$ cat src/rtl/pmodnav_axi_poller_if.sv
// pmodnav_axi_poller_if
//   AXI4-Lite read channels (AR + R) between the poller and the PmodNAV
//   register slave. Write channels are absent: the poller never writes.
//   master : driven by the poller (ARADDR/ARPROT/ARVALID/RREADY out)
//   slave  : driven by the register block (ARREADY/RDATA/RRESP/RVALID out)
interface pmodnav_axi_poller_if #(
    parameter int C_M_AXI_ADDR_WIDTH = 7,
    parameter int C_M_AXI_DATA_WIDTH = 32
);
    logic [C_M_AXI_ADDR_WIDTH-1:0] M_AXI_ARADDR;
    logic [2:0]                    M_AXI_ARPROT;
    logic                          M_AXI_ARVALID;
    logic                          M_AXI_ARREADY;
    logic [C_M_AXI_DATA_WIDTH-1:0] M_AXI_RDATA;
    logic [1:0]                    M_AXI_RRESP;
    logic                          M_AXI_RVALID;
    logic                          M_AXI_RREADY;

    modport master (
        output M_AXI_ARADDR, M_AXI_ARPROT, M_AXI_ARVALID, M_AXI_RREADY,
        input  M_AXI_ARREADY, M_AXI_RDATA, M_AXI_RRESP, M_AXI_RVALID
    );

    modport slave (
        input  M_AXI_ARADDR, M_AXI_ARPROT, M_AXI_ARVALID, M_AXI_RREADY,
        output M_AXI_ARREADY, M_AXI_RDATA, M_AXI_RRESP, M_AXI_RVALID
    );
endinterface

$ cat src/rtl/pmodnav_axi_poller.sv
// pmodnav_axi_poller
//   AXI4-Lite read-only master. Every C_POLL_DIV cycles (when enabled) it
//   sweeps C_NUM_REGS consecutive 32-bit registers starting at C_BASE_ADDR
//   and re-emits each word as a valid/ready sample.
// Ports
//   clk, rst        clock, asynchronous active-high reset
//   enable          poll ticks start sweeps while high
//   m_axi           AXI4-Lite AR/R master channels
//   smp_*           sample stream (data, index in sweep, last, RRESP error)
//   busy            FSM not idle
//   overrun         sticky: tick dropped because a sweep was still running
//   stall_err       sticky: AR or R wait reached C_TIMEOUT cycles
//   resp_err        sticky: any non-OKAY read response
module pmodnav_axi_poller #(
    parameter int                          C_M_AXI_ADDR_WIDTH = 7,
    parameter int                          C_M_AXI_DATA_WIDTH = 32,
    parameter logic [C_M_AXI_ADDR_WIDTH-1:0] C_BASE_ADDR      = 7'h20,
    parameter int                          C_NUM_REGS         = 7,
    parameter int                          C_POLL_DIV         = 100000,
    parameter int                          C_TIMEOUT          = 255
) (
    input  logic                          clk,
    input  logic                          rst,
    input  logic                          enable,
    pmodnav_axi_poller_if.master          m_axi,
    output logic                          smp_valid,
    input  logic                          smp_ready,
    output logic [C_M_AXI_DATA_WIDTH-1:0] smp_data,
    output logic [2:0]                    smp_idx,
    output logic                          smp_last,
    output logic                          smp_err,
    output logic                          busy,
    output logic                          overrun,
    output logic                          stall_err,
    output logic                          resp_err
);
    localparam int AW     = C_M_AXI_ADDR_WIDTH;
    localparam int DW     = C_M_AXI_DATA_WIDTH;
    localparam int CNT_W  = (C_POLL_DIV > 1) ? $clog2(C_POLL_DIV) : 1;
    localparam int WAIT_W = $clog2(C_TIMEOUT + 1);

    typedef enum logic [1:0] {S_IDLE, S_AR, S_R, S_OUT} state_t;

    state_t            state_q, state_d;
    logic [2:0]        idx_q, idx_d;
    logic [AW-1:0]     araddr_q, araddr_d;
    logic              arvalid_q, arvalid_d;
    logic              rready_q, rready_d;
    logic              smp_valid_q, smp_valid_d;
    logic [DW-1:0]     smp_data_q, smp_data_d;
    logic [2:0]        smp_idx_q, smp_idx_d;
    logic              smp_last_q, smp_last_d;
    logic              smp_err_q, smp_err_d;
    logic              overrun_q, overrun_d;
    logic              stall_q, stall_d;
    logic              resp_q, resp_d;
    logic [WAIT_W-1:0] wait_q, wait_d;
    logic [CNT_W-1:0]  tick_cnt_q;
    logic              tick;
    logic              ar_hs, r_hs, is_last;

    // Register address for a sweep index; wraps modulo 2^AW.
    function automatic logic [AW-1:0] reg_addr(input logic [2:0] i);
        return C_BASE_ADDR + (AW'(i) << 2);
    endfunction

    // Free-running poll divider, independent of enable so the tick phase
    // does not drift when polling is toggled.
    assign tick = (tick_cnt_q == CNT_W'(C_POLL_DIV - 1));

    always_ff @(posedge clk or posedge rst) begin
        if (rst)       tick_cnt_q <= '0;
        else if (tick) tick_cnt_q <= '0;
        else           tick_cnt_q <= tick_cnt_q + 1'b1;
    end

    assign ar_hs   = arvalid_q & m_axi.M_AXI_ARREADY;
    assign r_hs    = rready_q & m_axi.M_AXI_RVALID;
    assign is_last = (idx_q == 3'(C_NUM_REGS - 1));

    always_comb begin
        state_d     = state_q;
        idx_d       = idx_q;
        araddr_d    = araddr_q;
        arvalid_d   = arvalid_q;
        rready_d    = rready_q;
        smp_valid_d = smp_valid_q;
        smp_data_d  = smp_data_q;
        smp_idx_d   = smp_idx_q;
        smp_last_d  = smp_last_q;
        smp_err_d   = smp_err_q;
        overrun_d   = overrun_q;
        stall_d     = stall_q;
        resp_d      = resp_q;
        wait_d      = wait_q;

        // A tick landing mid-sweep is dropped, not queued.
        if (tick && (state_q != S_IDLE)) overrun_d = 1'b1;

        // Shared AR/R wait accounting: saturating count, flag on reaching
        // the limit. The transaction keeps waiting; AXI has no abort.
        if ((state_q == S_AR && !ar_hs) || (state_q == S_R && !r_hs)) begin
            if (wait_q != WAIT_W'(C_TIMEOUT)) wait_d = wait_q + 1'b1;
            if (wait_q == WAIT_W'(C_TIMEOUT - 1)) stall_d = 1'b1;
        end

        unique case (state_q)
            S_IDLE: begin
                if (tick && enable) begin
                    state_d   = S_AR;
                    idx_d     = '0;
                    araddr_d  = reg_addr(3'd0);
                    arvalid_d = 1'b1;
                    wait_d    = '0;
                end
            end
            S_AR: begin
                if (ar_hs) begin
                    state_d   = S_R;
                    arvalid_d = 1'b0;
                    rready_d  = 1'b1;
                    wait_d    = '0;
                end
            end
            S_R: begin
                if (r_hs) begin
                    state_d     = S_OUT;
                    rready_d    = 1'b0;
                    smp_valid_d = 1'b1;
                    smp_data_d  = m_axi.M_AXI_RDATA;
                    smp_err_d   = (m_axi.M_AXI_RRESP != 2'b00);
                    resp_d      = resp_q | (m_axi.M_AXI_RRESP != 2'b00);
                    smp_idx_d   = idx_q;
                    smp_last_d  = is_last;
                end
            end
            S_OUT: begin
                if (smp_ready) begin
                    smp_valid_d = 1'b0;
                    if (is_last) begin
                        state_d = S_IDLE;
                    end else begin
                        state_d   = S_AR;
                        idx_d     = idx_q + 1'b1;
                        araddr_d  = reg_addr(idx_q + 1'b1);
                        arvalid_d = 1'b1;
                        wait_d    = '0;
                    end
                end
            end
            default: state_d = S_IDLE;
        endcase
    end

    always_ff @(posedge clk or posedge rst) begin
        if (rst) begin
            state_q     <= S_IDLE;
            idx_q       <= '0;
            araddr_q    <= '0;
            arvalid_q   <= 1'b0;
            rready_q    <= 1'b0;
            smp_valid_q <= 1'b0;
            smp_data_q  <= '0;
            smp_idx_q   <= '0;
            smp_last_q  <= 1'b0;
            smp_err_q   <= 1'b0;
            overrun_q   <= 1'b0;
            stall_q     <= 1'b0;
            resp_q      <= 1'b0;
            wait_q      <= '0;
        end else begin
            state_q     <= state_d;
            idx_q       <= idx_d;
            araddr_q    <= araddr_d;
            arvalid_q   <= arvalid_d;
            rready_q    <= rready_d;
            smp_valid_q <= smp_valid_d;
            smp_data_q  <= smp_data_d;
            smp_idx_q   <= smp_idx_d;
            smp_last_q  <= smp_last_d;
            smp_err_q   <= smp_err_d;
            overrun_q   <= overrun_d;
            stall_q     <= stall_d;
            resp_q      <= resp_d;
            wait_q      <= wait_d;
        end
    end

    assign m_axi.M_AXI_ARADDR  = araddr_q;
    assign m_axi.M_AXI_ARPROT  = 3'b000;
    assign m_axi.M_AXI_ARVALID = arvalid_q;
    assign m_axi.M_AXI_RREADY  = rready_q;

    assign smp_valid = smp_valid_q;
    assign smp_data  = smp_data_q;
    assign smp_idx   = smp_idx_q;
    assign smp_last  = smp_last_q;
    assign smp_err   = smp_err_q;
    assign busy      = (state_q != S_IDLE);
    assign overrun   = overrun_q;
    assign stall_err = stall_q;
    assign resp_err  = resp_q;
endmodule
$ cat src/flat_wrapper.sv
// flat-port wrapper written by rule: the top's interface ports become plain ports
module pmodnav_axi_poller_flat 
#(
    parameter int                          C_M_AXI_ADDR_WIDTH = 7,
    parameter int                          C_M_AXI_DATA_WIDTH = 32,
    parameter logic [C_M_AXI_ADDR_WIDTH-1:0] C_BASE_ADDR      = 7'h20,
    parameter int                          C_NUM_REGS         = 7,
    parameter int                          C_POLL_DIV         = 100000,
    parameter int                          C_TIMEOUT          = 255
)
  (clk, rst, enable, smp_valid, smp_ready, smp_data, smp_idx, smp_last, smp_err, busy, overrun, stall_err, resp_err, m_axi_M_AXI_ARADDR, m_axi_M_AXI_ARPROT, m_axi_M_AXI_ARVALID, m_axi_M_AXI_RREADY, m_axi_M_AXI_ARREADY, m_axi_M_AXI_RDATA, m_axi_M_AXI_RRESP, m_axi_M_AXI_RVALID);
  pmodnav_axi_poller_if #(.C_M_AXI_ADDR_WIDTH(C_M_AXI_ADDR_WIDTH), .C_M_AXI_DATA_WIDTH(C_M_AXI_DATA_WIDTH)) m_axi_i ();
  input  logic clk;
  input  logic rst;
  input  logic enable;
  output logic smp_valid;
  input  logic smp_ready;
  output logic [C_M_AXI_DATA_WIDTH-1:0] smp_data;
  output logic [2:0] smp_idx;
  output logic smp_last;
  output logic smp_err;
  output logic busy;
  output logic overrun;
  output logic stall_err;
  output logic resp_err;
  output wire logic [$bits(m_axi_i.M_AXI_ARADDR)-1:0] m_axi_M_AXI_ARADDR;
  output wire logic [$bits(m_axi_i.M_AXI_ARPROT)-1:0] m_axi_M_AXI_ARPROT;
  output wire logic [$bits(m_axi_i.M_AXI_ARVALID)-1:0] m_axi_M_AXI_ARVALID;
  output wire logic [$bits(m_axi_i.M_AXI_RREADY)-1:0] m_axi_M_AXI_RREADY;
  input wire logic [$bits(m_axi_i.M_AXI_ARREADY)-1:0] m_axi_M_AXI_ARREADY;
  input wire logic [$bits(m_axi_i.M_AXI_RDATA)-1:0] m_axi_M_AXI_RDATA;
  input wire logic [$bits(m_axi_i.M_AXI_RRESP)-1:0] m_axi_M_AXI_RRESP;
  input wire logic [$bits(m_axi_i.M_AXI_RVALID)-1:0] m_axi_M_AXI_RVALID;
  assign m_axi_M_AXI_ARADDR = m_axi_i.M_AXI_ARADDR;
  assign m_axi_M_AXI_ARPROT = m_axi_i.M_AXI_ARPROT;
  assign m_axi_M_AXI_ARVALID = m_axi_i.M_AXI_ARVALID;
  assign m_axi_M_AXI_RREADY = m_axi_i.M_AXI_RREADY;
  assign m_axi_i.M_AXI_ARREADY = m_axi_M_AXI_ARREADY;
  assign m_axi_i.M_AXI_RDATA = m_axi_M_AXI_RDATA;
  assign m_axi_i.M_AXI_RRESP = m_axi_M_AXI_RRESP;
  assign m_axi_i.M_AXI_RVALID = m_axi_M_AXI_RVALID;
  pmodnav_axi_poller #(.C_M_AXI_ADDR_WIDTH(C_M_AXI_ADDR_WIDTH), .C_M_AXI_DATA_WIDTH(C_M_AXI_DATA_WIDTH), .C_BASE_ADDR(C_BASE_ADDR), .C_NUM_REGS(C_NUM_REGS), .C_POLL_DIV(C_POLL_DIV), .C_TIMEOUT(C_TIMEOUT)) u_core (.clk(clk), .rst(rst), .enable(enable), .m_axi(m_axi_i), .smp_valid(smp_valid), .smp_ready(smp_ready), .smp_data(smp_data), .smp_idx(smp_idx), .smp_last(smp_last), .smp_err(smp_err), .busy(busy), .overrun(overrun), .stall_err(stall_err), .resp_err(resp_err));
endmodule
$ cat config.mk
export PLATFORM = sky130hd
export DESIGN_NAME = pmodnav_axi_poller_flat
export DESIGN_NICKNAME = d
export VERILOG_FILES = /design/src/rtl/pmodnav_axi_poller_if.sv /design/src/rtl/pmodnav_axi_poller.sv /design/src/flat_wrapper.sv
export SDC_FILE = /design/constraint.sdc
export NUM_CORES = 1
export LEC_CHECK = 0
export ABC_AREA = 1
export BUFFER_PORTS_ARGS = -buffer_cell sky130_fd_sc_hd__buf_2
export CAP_MARGIN = 20
export CORE_AREA = 2 2 125 66
export DETAILED_ROUTE_END_ITERATION = 16
export DIE_AREA = 0 0 127 68
export HOLD_SLACK_MARGIN = 0.08
export PLACE_DENSITY = 0.76
export SLEW_MARGIN = 10
export SYNTH_ARGS = -nofsm -noshare
export SYNTH_HDL_FRONTEND = slang
export SYNTH_SLANG_ARGS = --single-unit
$ cat constraint.sdc
create_clock -name clk -period 3.54 [get_ports clk]
set_input_delay 0.177 -clock clk [delete_from_list [all_inputs] [get_ports clk]]
set_output_delay 0.177 -clock clk [all_outputs]
set_load 0.05 [all_outputs]
==> reports/metrics.csv, run 1 <==
stage,metric,value,unit
status,status,"finished, final reports clean",
sta,unrepaired setup endpoints after global routing,no,
logic_synthesis,number of flops mapped to enable cells by yosys,0,
sta,Fin Clk Skew,0.00412,ns
place,Setup WS pre-CTS,1.50,ns
logic_synthesis,share of the synthesized area in the top cell type,0.504,
critical_path,"slowest stage delay, CP",0.52,ns
logic_synthesis,Cells after Synth,448,
floorplan,die width,127,um
finish,diodes inserted,0,
logic_synthesis,most common flop cell mapped by yosys,dfrtp_1,
logic_synthesis,syn avg cell area,8.21,um2
logic_synthesis,Yosys warning count,0,
sta,Final WS setup,1.52,ns
cts,hold_buf cts,33,
routing,vias per std cell,4.88,
logic_synthesis,unique cell type count in the Yosys netlist,38,
critical_path,"Critical Path, Cell by Cell",inv_1 > ha_1 > inv_1 > nor3_2 > inv_1 > buf_4 > nand2_1 > nand2_1,
finish,fillcell total,644,
critical_path,family with the most delay on the worst path,buffers and inverters,
logic_synthesis,ranking of synthesized cells by area,"dfrtp_1, nand2_1, inv_1",
logic_synthesis,xor-xnor portion of the synthesized cell area,0.0167,
floorplan,Row Count,23,
critical_path,"Slowest-stage cell, CP",inv_1,
place,IO buf count,87,
floorplan,Initial Utilization,0.480,
grt,GRT met1 Usage,0.289,
critical_path,Crit path required time,3.81,ns
floorplan,Core Box Area,7650,um2
grt,vias in the first global route,3089,
cts,# resized after CTS,0,
grt,first-pass GRT wire length,14400,um
finish,Seq. cell area,1850,um2
cts,H-tree depth,3,
critical_path,CP Max Fanout,22,
cts,CTS tree,built,
critical_path,"Top cell by count, worst path",inv_1,
sta,max frequency,0.496,GHz
critical_path,Worst Reg-to-Reg Cells,8,
cts,# clock sinks,74,
pwr,maximum VDD drop,0.597,mV
floorplan,Ports,94,
logic_synthesis,Async SR Flop Fraction,1.00,
logic_synthesis,adder-cell share of the synthesized area,0.0340,
critical_path,reg2reg start,u_core.state_q[0]$_DFFE_PP0P_,
sta,Final Hold Viols,0,
logic_synthesis,post-synthesis simple-gate area fraction,0.299,
critical_path,FF-to-FF End,u_core.smp_data[16]$_DFFE_PP0P_,
critical_path,startpoint type of the worst setup path,flip-flop,
critical_path,r2r setup slk,1.52,ns
grt,met2 Resource Use GR,0.350,
logic_synthesis,register area share after synthesis,0.504,
logic_synthesis,post-synthesis compound-gate area fraction,0.0558,
grt,Tot GR Track Use,0.222,
sta,setup_tns,0,ns
finish,Final #Nets,624,
logic_synthesis,mux share of post-synthesis cell area,0,
grt,met3 GRT Util,0.0884,
cts,clock-pin slew on the worst setup and hold paths,0.06,ns
critical_path,CP Class,reg2reg,
logic_synthesis,"top cells by count, synth","nand2_1, dfrtp_1, inv_1",
job,maxcap violations,0,
routing,Initial DRT Pass Iterations,4,
logic_synthesis,Post-Synthesis Cell Area,3680,um2
sta,Final Max Slew Viols,0,
routing,drt initial violations,197,
cts,maximum clock path buffer count,2,
grt,Top Usage Layer GRT,met2,
logic_synthesis,largest family of logic cells by synthesized area,simple AND/OR/NAND/NOR gates,
logic_synthesis,Yosys reg bits,74,
finish,share of cells above drive strength 1,0.223,
pwr,cell leakage power,0.00271,uW
sta,slew at the pin closest to its max-slew limit,0.917,ns
finish,synthesis-to-finish area growth,31.6,%
sta,Slew headroom,0.388,
sta,final setup fails,0,
floorplan,Die ar.,8640,um2
cts,TritonCTS Buffers,9,
cts,CTS root buffer,clkbuf_16,
routing,routed len/inst,13.2,um
grt,largest net degree at the start of global routing,45,
place,RD Place Congestion,0.937,
critical_path,WP buf/inv,4,
floorplan,Die Y,68,um
routing,antenna-violating nets left,0,
grt,total grt overflow,0,
pwr,Power Density,813,nW/um2
finish,area of the multi-input gates,1520,um2
place,DP HPWL,6160,um
critical_path,Crit. End Element,flip-flop,
logic_synthesis,Yosys top cell by area,dfrtp_1,
cts,Setup Buffers After CTS,0,
sta,Period minus WS final,2.02,ns
logic_synthesis,"count leader, synth",nand2_1,
critical_path,critical path arrival,2.29,ns
grt,initial antenna violation count,0,
routing,final wirelength,8950,um
hold_path,Worst Hold Class,in2async,
routing,Vias,3315,
routing,residual DRC count,0,
cts,clk_lat worst skew,0.34,ns
sta,final period utilization,0.570,
==> final cells by class <==
| cell class | instances | share of cell area |
|---|---|---|
| inverters | 66 | 0.0515 |
| multi-input cells | 299 | 0.314 |
| repair buffers | 124 | 0.164 |
| well taps | 100 | 0.0259 |
| clock inverters | 2 | 0.00724 |
| flip-flops and latches | 74 | 0.383 |
| clock buffers | 14 | 0.0546 |
==> kinds of logic (layout without fill, tap and decap cells) <==
group	after synthesis	after routing
and+or+nand+nor	241	241
buffers and inverters	80	206
DFF	74	74
AOI/OAI and AO/OA	35	35
adders and majority gates	10	10
xor gates and xnor gates	7	7
other	1	6
==> placed cells by master, fill, tap and decap left out, drive strengths merged <==
cell type	n
dfrtp	74
clkinv	2
a41o	1
o21ai	20
xnor2	2
or2	3
nor4	4
nor2	28
o21bai	2
buf	91
nand4	9
clkbuf	14
dlygate4sd3	33
nand2	167
nor3	9
inv	65
ha	10
conb	6
a21oi	8
xor2	5
nand3b	2
nand3	19
a311oi	1
bufinv	1
a22oi	1
a31oi	2
==> where the power goes <==
part           switching (uW)  internal [uW]
Sequential                150           1080
Combinational            1340            435
Clock                     339            584
Total                    1830           2100
==> layer usage <==
| layer | up-vias | share of wire |
|---|---|---|
| met5 | - | 0 |
| met4 | 0 | 0.011 |
| met3 | 10 | 0.083 |
| met2 | 130 | 0.43 |
| met1 | 1543 | 0.48 |
| li1 | 1632 | - |
==> how the worst max path moves through the flow <==
stage                     slack, ns  depth (start not counted)                               to                           from
final                          1.52                          8  u_core.smp_data[16]$_DFFE_PP0P_  u_core.state_q[0]$_DFFE_PP0P_
after detailed placement       1.50                          8  u_core.smp_data[18]$_DFFE_PP0P_  u_core.state_q[0]$_DFFE_PP0P_
after floorplan                1.48                          1      u_core.idx_q[0]$_DFFE_PP0P_                            rst
after CTS                      1.47                          8  u_core.smp_data[24]$_DFFE_PP0P_  u_core.state_q[0]$_DFFE_PP0P_
after global placement         1.59                          8  u_core.smp_data[21]$_DFFE_PP0P_  u_core.state_q[0]$_DFFE_PP0P_
after global routing           1.32                          8  u_core.smp_data[18]$_DFFE_PP0P_  u_core.state_q[0]$_DFFE_PP0P_
==> state kept, by name, summed over array words and instances, names as in the netlist <==
name / flops
u_core.m_axi.M_AXI_RREADY: 1
u_core.m_axi.M_AXI_ARADDR: 2
u_core.smp_idx: 3
u_core.smp_data: 32
u_core.resp_err: 1
u_core.stall_err: 1
u_core.overrun: 1
u_core.idx_q: 2
u_core.smp_last: 1
u_core.m_axi.M_AXI_ARVALID: 1
u_core.state_q: 2
u_core.smp_valid: 1
u_core.smp_err: 1
u_core.tick_cnt_q: 17
u_core.wait_q: 8
==> per-stage QoR <==
stage          area, um2  hold slack, ns   util  power (uW)  std cells
2_1_floorplan       3690           0.274      -        2580        453
3_3_place_gp        4210           0.377  0.550        2950        630
3_5_place_dp        4210           0.385  0.550        3000        630
4_1_cts             4840          0.0887  0.632        3950        679
5_1_grt             4840           0.139  0.632        4160        679
6_report            4840          0.0491  0.632        3930        679
No activity file was read; power rests on OpenSTA's default activity.
==> inputs of run 2 (changes only) <==
--- a/config.mk
+++ b/config.mk
@@ -8,9 +8,9 @@
 export ABC_AREA = 1
 export BUFFER_PORTS_ARGS = -buffer_cell sky130_fd_sc_hd__buf_2
 export CAP_MARGIN = 20
-export CORE_AREA = 2 2 125 66
+export CORE_AREA = 2 2 127 67
 export DETAILED_ROUTE_END_ITERATION = 16
-export DIE_AREA = 0 0 127 68
+export DIE_AREA = 0 0 129 69
 export HOLD_SLACK_MARGIN = 0.08
 export PLACE_DENSITY = 0.76
 export SLEW_MARGIN = 10
==> constraint.sdc (replaced) <==
create_clock -name clk -period 1.8 [get_ports clk]
set_input_delay 0.09 -clock clk [delete_from_list [all_inputs] [get_ports clk]]
set_output_delay 0.09 -clock clk [all_outputs]
set_load 0.05 [all_outputs]
==> run 2 against run 1 <==
Wire length shrank 3.9%. Clock skew grew 0.00078 ns. Combinational power grew 99%. Critical path depth grew 2. Die area grew 3.1%. Non-clock buffer count grew 3. Clock power grew 110%. Global-route usage shrank 1.3 points. First-iteration DRC count shrank 7.1%. Critical path type unchanged. Critical endpoint is now u_core.wait_q[5]$_DFF_PP0_. Largest cell class unchanged. Highest routed layer unchanged.
==> reports/metrics.csv, run 2 (synthesis results as in run 1) <==
stage,metric,value,unit
grt,largest net degree at the start of global routing,75,
sta,Final Max Slew Viols,0,
cts,# clock sinks,74,
finish,Util after Layout,0.635,
pwr,Power Density,1590,nW/um2
sta,Final Hold Viols,0,
floorplan,Initial Utilization,0.471,
finish,diodes inserted,0,
pwr,maximum VDD drop,0.964,mV
floorplan,Die Y,69,um
finish,Seq. cell area,1850,um2
place,RD Place Congestion,0.887,
routing,Initial DRT Pass Iterations,5,
finish,"commonest cells after routing, fill and taps aside","nand2_1, buf_2, dfrtp_1",
grt,total grt overflow,0,
floorplan,Core Box Area,7800,um2
grt,Tot GR Track Use,0.209,
sta,Fin Clk Skew,0.00490,ns
cts,clock-pin slew on the worst setup and hold paths,0.06,ns
critical_path,family with the most delay on the worst path,flip-flops,
sta,final period utilization,0.930,
routing,residual DRC count,0,
grt,initial antenna violation count,0,
finish,"commonest non-fill, non-tap cell in the layout",nand2_1,
floorplan,Ports,94,
sta,max frequency,0.598,GHz
floorplan,die width,129,um
grt,vias in the first global route,3159,
job,maxcap violations,0,
critical_path,CP Max Fanout,9,
sta,final setup fails,0,
place,DP HPWL,5980,um
routing,Vias,3233,
pwr,cell leakage power,0.00273,uW
critical_path,"Top cell by count, worst path",inv_1,
routing,met3 wire len,686,um
cts,CTS root buffer,clkbuf_16,
status,status,"finished, final reports clean",
place,IO buf count,87,
critical_path,WP buf/inv,3,
critical_path,startpoint type of the worst setup path,flip-flop,
finish,share of cells above drive strength 1,0.230,
finish,Final #Nets,627,
finish,max reg flops,32,
routing,antenna-violating nets left,0,
critical_path,Crit. End Element,flip-flop,
hold_path,Worst Hold Class,in2reg,
critical_path,"Critical Path, Cell by Cell",inv_1 > ha_1 > o21ai_1 > nand2_4 > inv_1 > o21bai_1 > o21ai_0 > nand2_1 > nand2_1 > inv_1,
floorplan,Die ar.,8900,um2
finish,fillcell total,650,
critical_path,"slowest stage delay, CP",0.43,ns
critical_path,CP Class,reg2reg,
floorplan,Row Count,23,
critical_path,Crit path required time,2.03,ns
routing,WL met2,3610,um
routing,routed len/inst,12.4,um
critical_path,critical path arrival,1.90,ns
finish,area of the multi-input gates,1540,um2
grt,first-pass GRT wire length,14700,um
cts,clk_lat worst skew,0.33,ns
sta,Period minus WS final,1.67,ns
cts,H-tree depth,3,
sta,setup_tns,0,ns
finish,synthesis-to-finish area growth,34.7,%
routing,vias per std cell,4.66,
cts,CTS tree,built,
cts,TritonCTS Buffers,9,
routing,met1 wire length,4270,um
routing,drt initial violations,183,
routing,Top Layer Used,met4,
critical_path,"Slowest-stage cell, CP",dfrtp_1,
cts,maximum clock path buffer count,2,
routing,final wirelength,8600,um
[run 2: cell types whose count changed in the layout (fill, tap and decap cells not counted), sizes merged]
cell,previous run,this run
clkinvlp,0,2
bufinv,1,2
clkinv,2,3
dlygate4sd3,33,36
clkbuf,14,11
inv,65,64
[run 2: path summary, 6_finish.rpt]
path | startpoint | end | slack (ns) | cells past startpoint
worst max-delay path | u_core.state_q[0]$_DFFE_PP0P_ | u_core.wait_q[5]$_DFF_PP0_ | 0.13 | 10
worst min-delay path | enable | u_core.m_axi.M_AXI_ARVALID$_DFFE_PP0P_ | 0.19 | 5
worst max register to register | u_core.state_q[0]$_DFFE_PP0P_ | u_core.wait_q[5]$_DFF_PP0_ | 0.13 | 10
worst min register to register | u_core.resp_err$_DFFE_PP0P_ | u_core.resp_err$_DFFE_PP0P_ | 0.46 | 2
max in group asynchronous | rst | u_core.stall_err$_DFFE_PP0P_ | 1.06 | 4
min in group asynchronous | rst | u_core.smp_data[8]$_DFFE_PP0P_ | 0.39 | 4
[run 2: what timing repair did]
item | CTS | global route
hold endpoints to repair | 109 | 0
setup endpoints to repair | 0 | 37
setup buffers | 0 | 0
hold buffers | 36 | 0
resized for setup | 0 | 6
[run 2: per-stage QoR]
step	cells	hold slack (ns)	setup WS (ns)	instance area [um2]	power [uW]
floorplan	453	0.187	0.0293	3700	5070
global placement	642	0.227	0.154	4250	5840
detailed placement	642	0.231	0.0700	4250	5920
CTS	694	0.139	0.0678	4930	7940
global route	694	0.225	-0.0211	4950	8380
finish	694	0.193	0.127	4950	7900
[run 2: worst register-to-register path: stages (launching register included)]
cell	delay (ns)
dfrtp_1	0.43
inv_1	0.11
ha_1	0.22
o21ai_1	0.18
nand2_4	0.14
inv_1	0.18
o21bai_1	0.08
o21ai_0	0.07
nand2_1	0.06
nand2_1	0.06
inv_1	0.04
[run 2: area by class of cell]
| type | count | share of cell area |
|---|---|---|
| tap | 112 | 0.0283 |
| inverter | 66 | 0.0510 |
| multi-input combinational | 299 | 0.310 |
| clock buffer | 11 | 0.0490 |
| timing repair buffer | 127 | 0.172 |
| sequential | 74 | 0.374 |
| clock inverter | 5 | 0.0157 |
[run 2: report_power, final]
group	leakage (uW)	switching (uW)	internal [uW]
Combinational	0.00163	2660	891
Clock	0.000156	661	1250
Sequential	0.000948	310	2130
[run 2: per-layer routing]
metal	global-route usage	vias up
li1	-	1632
met4	0.0531	0
met1	0.294	1477
met2	0.309	117
met5	0	-
met3	0.0738	7
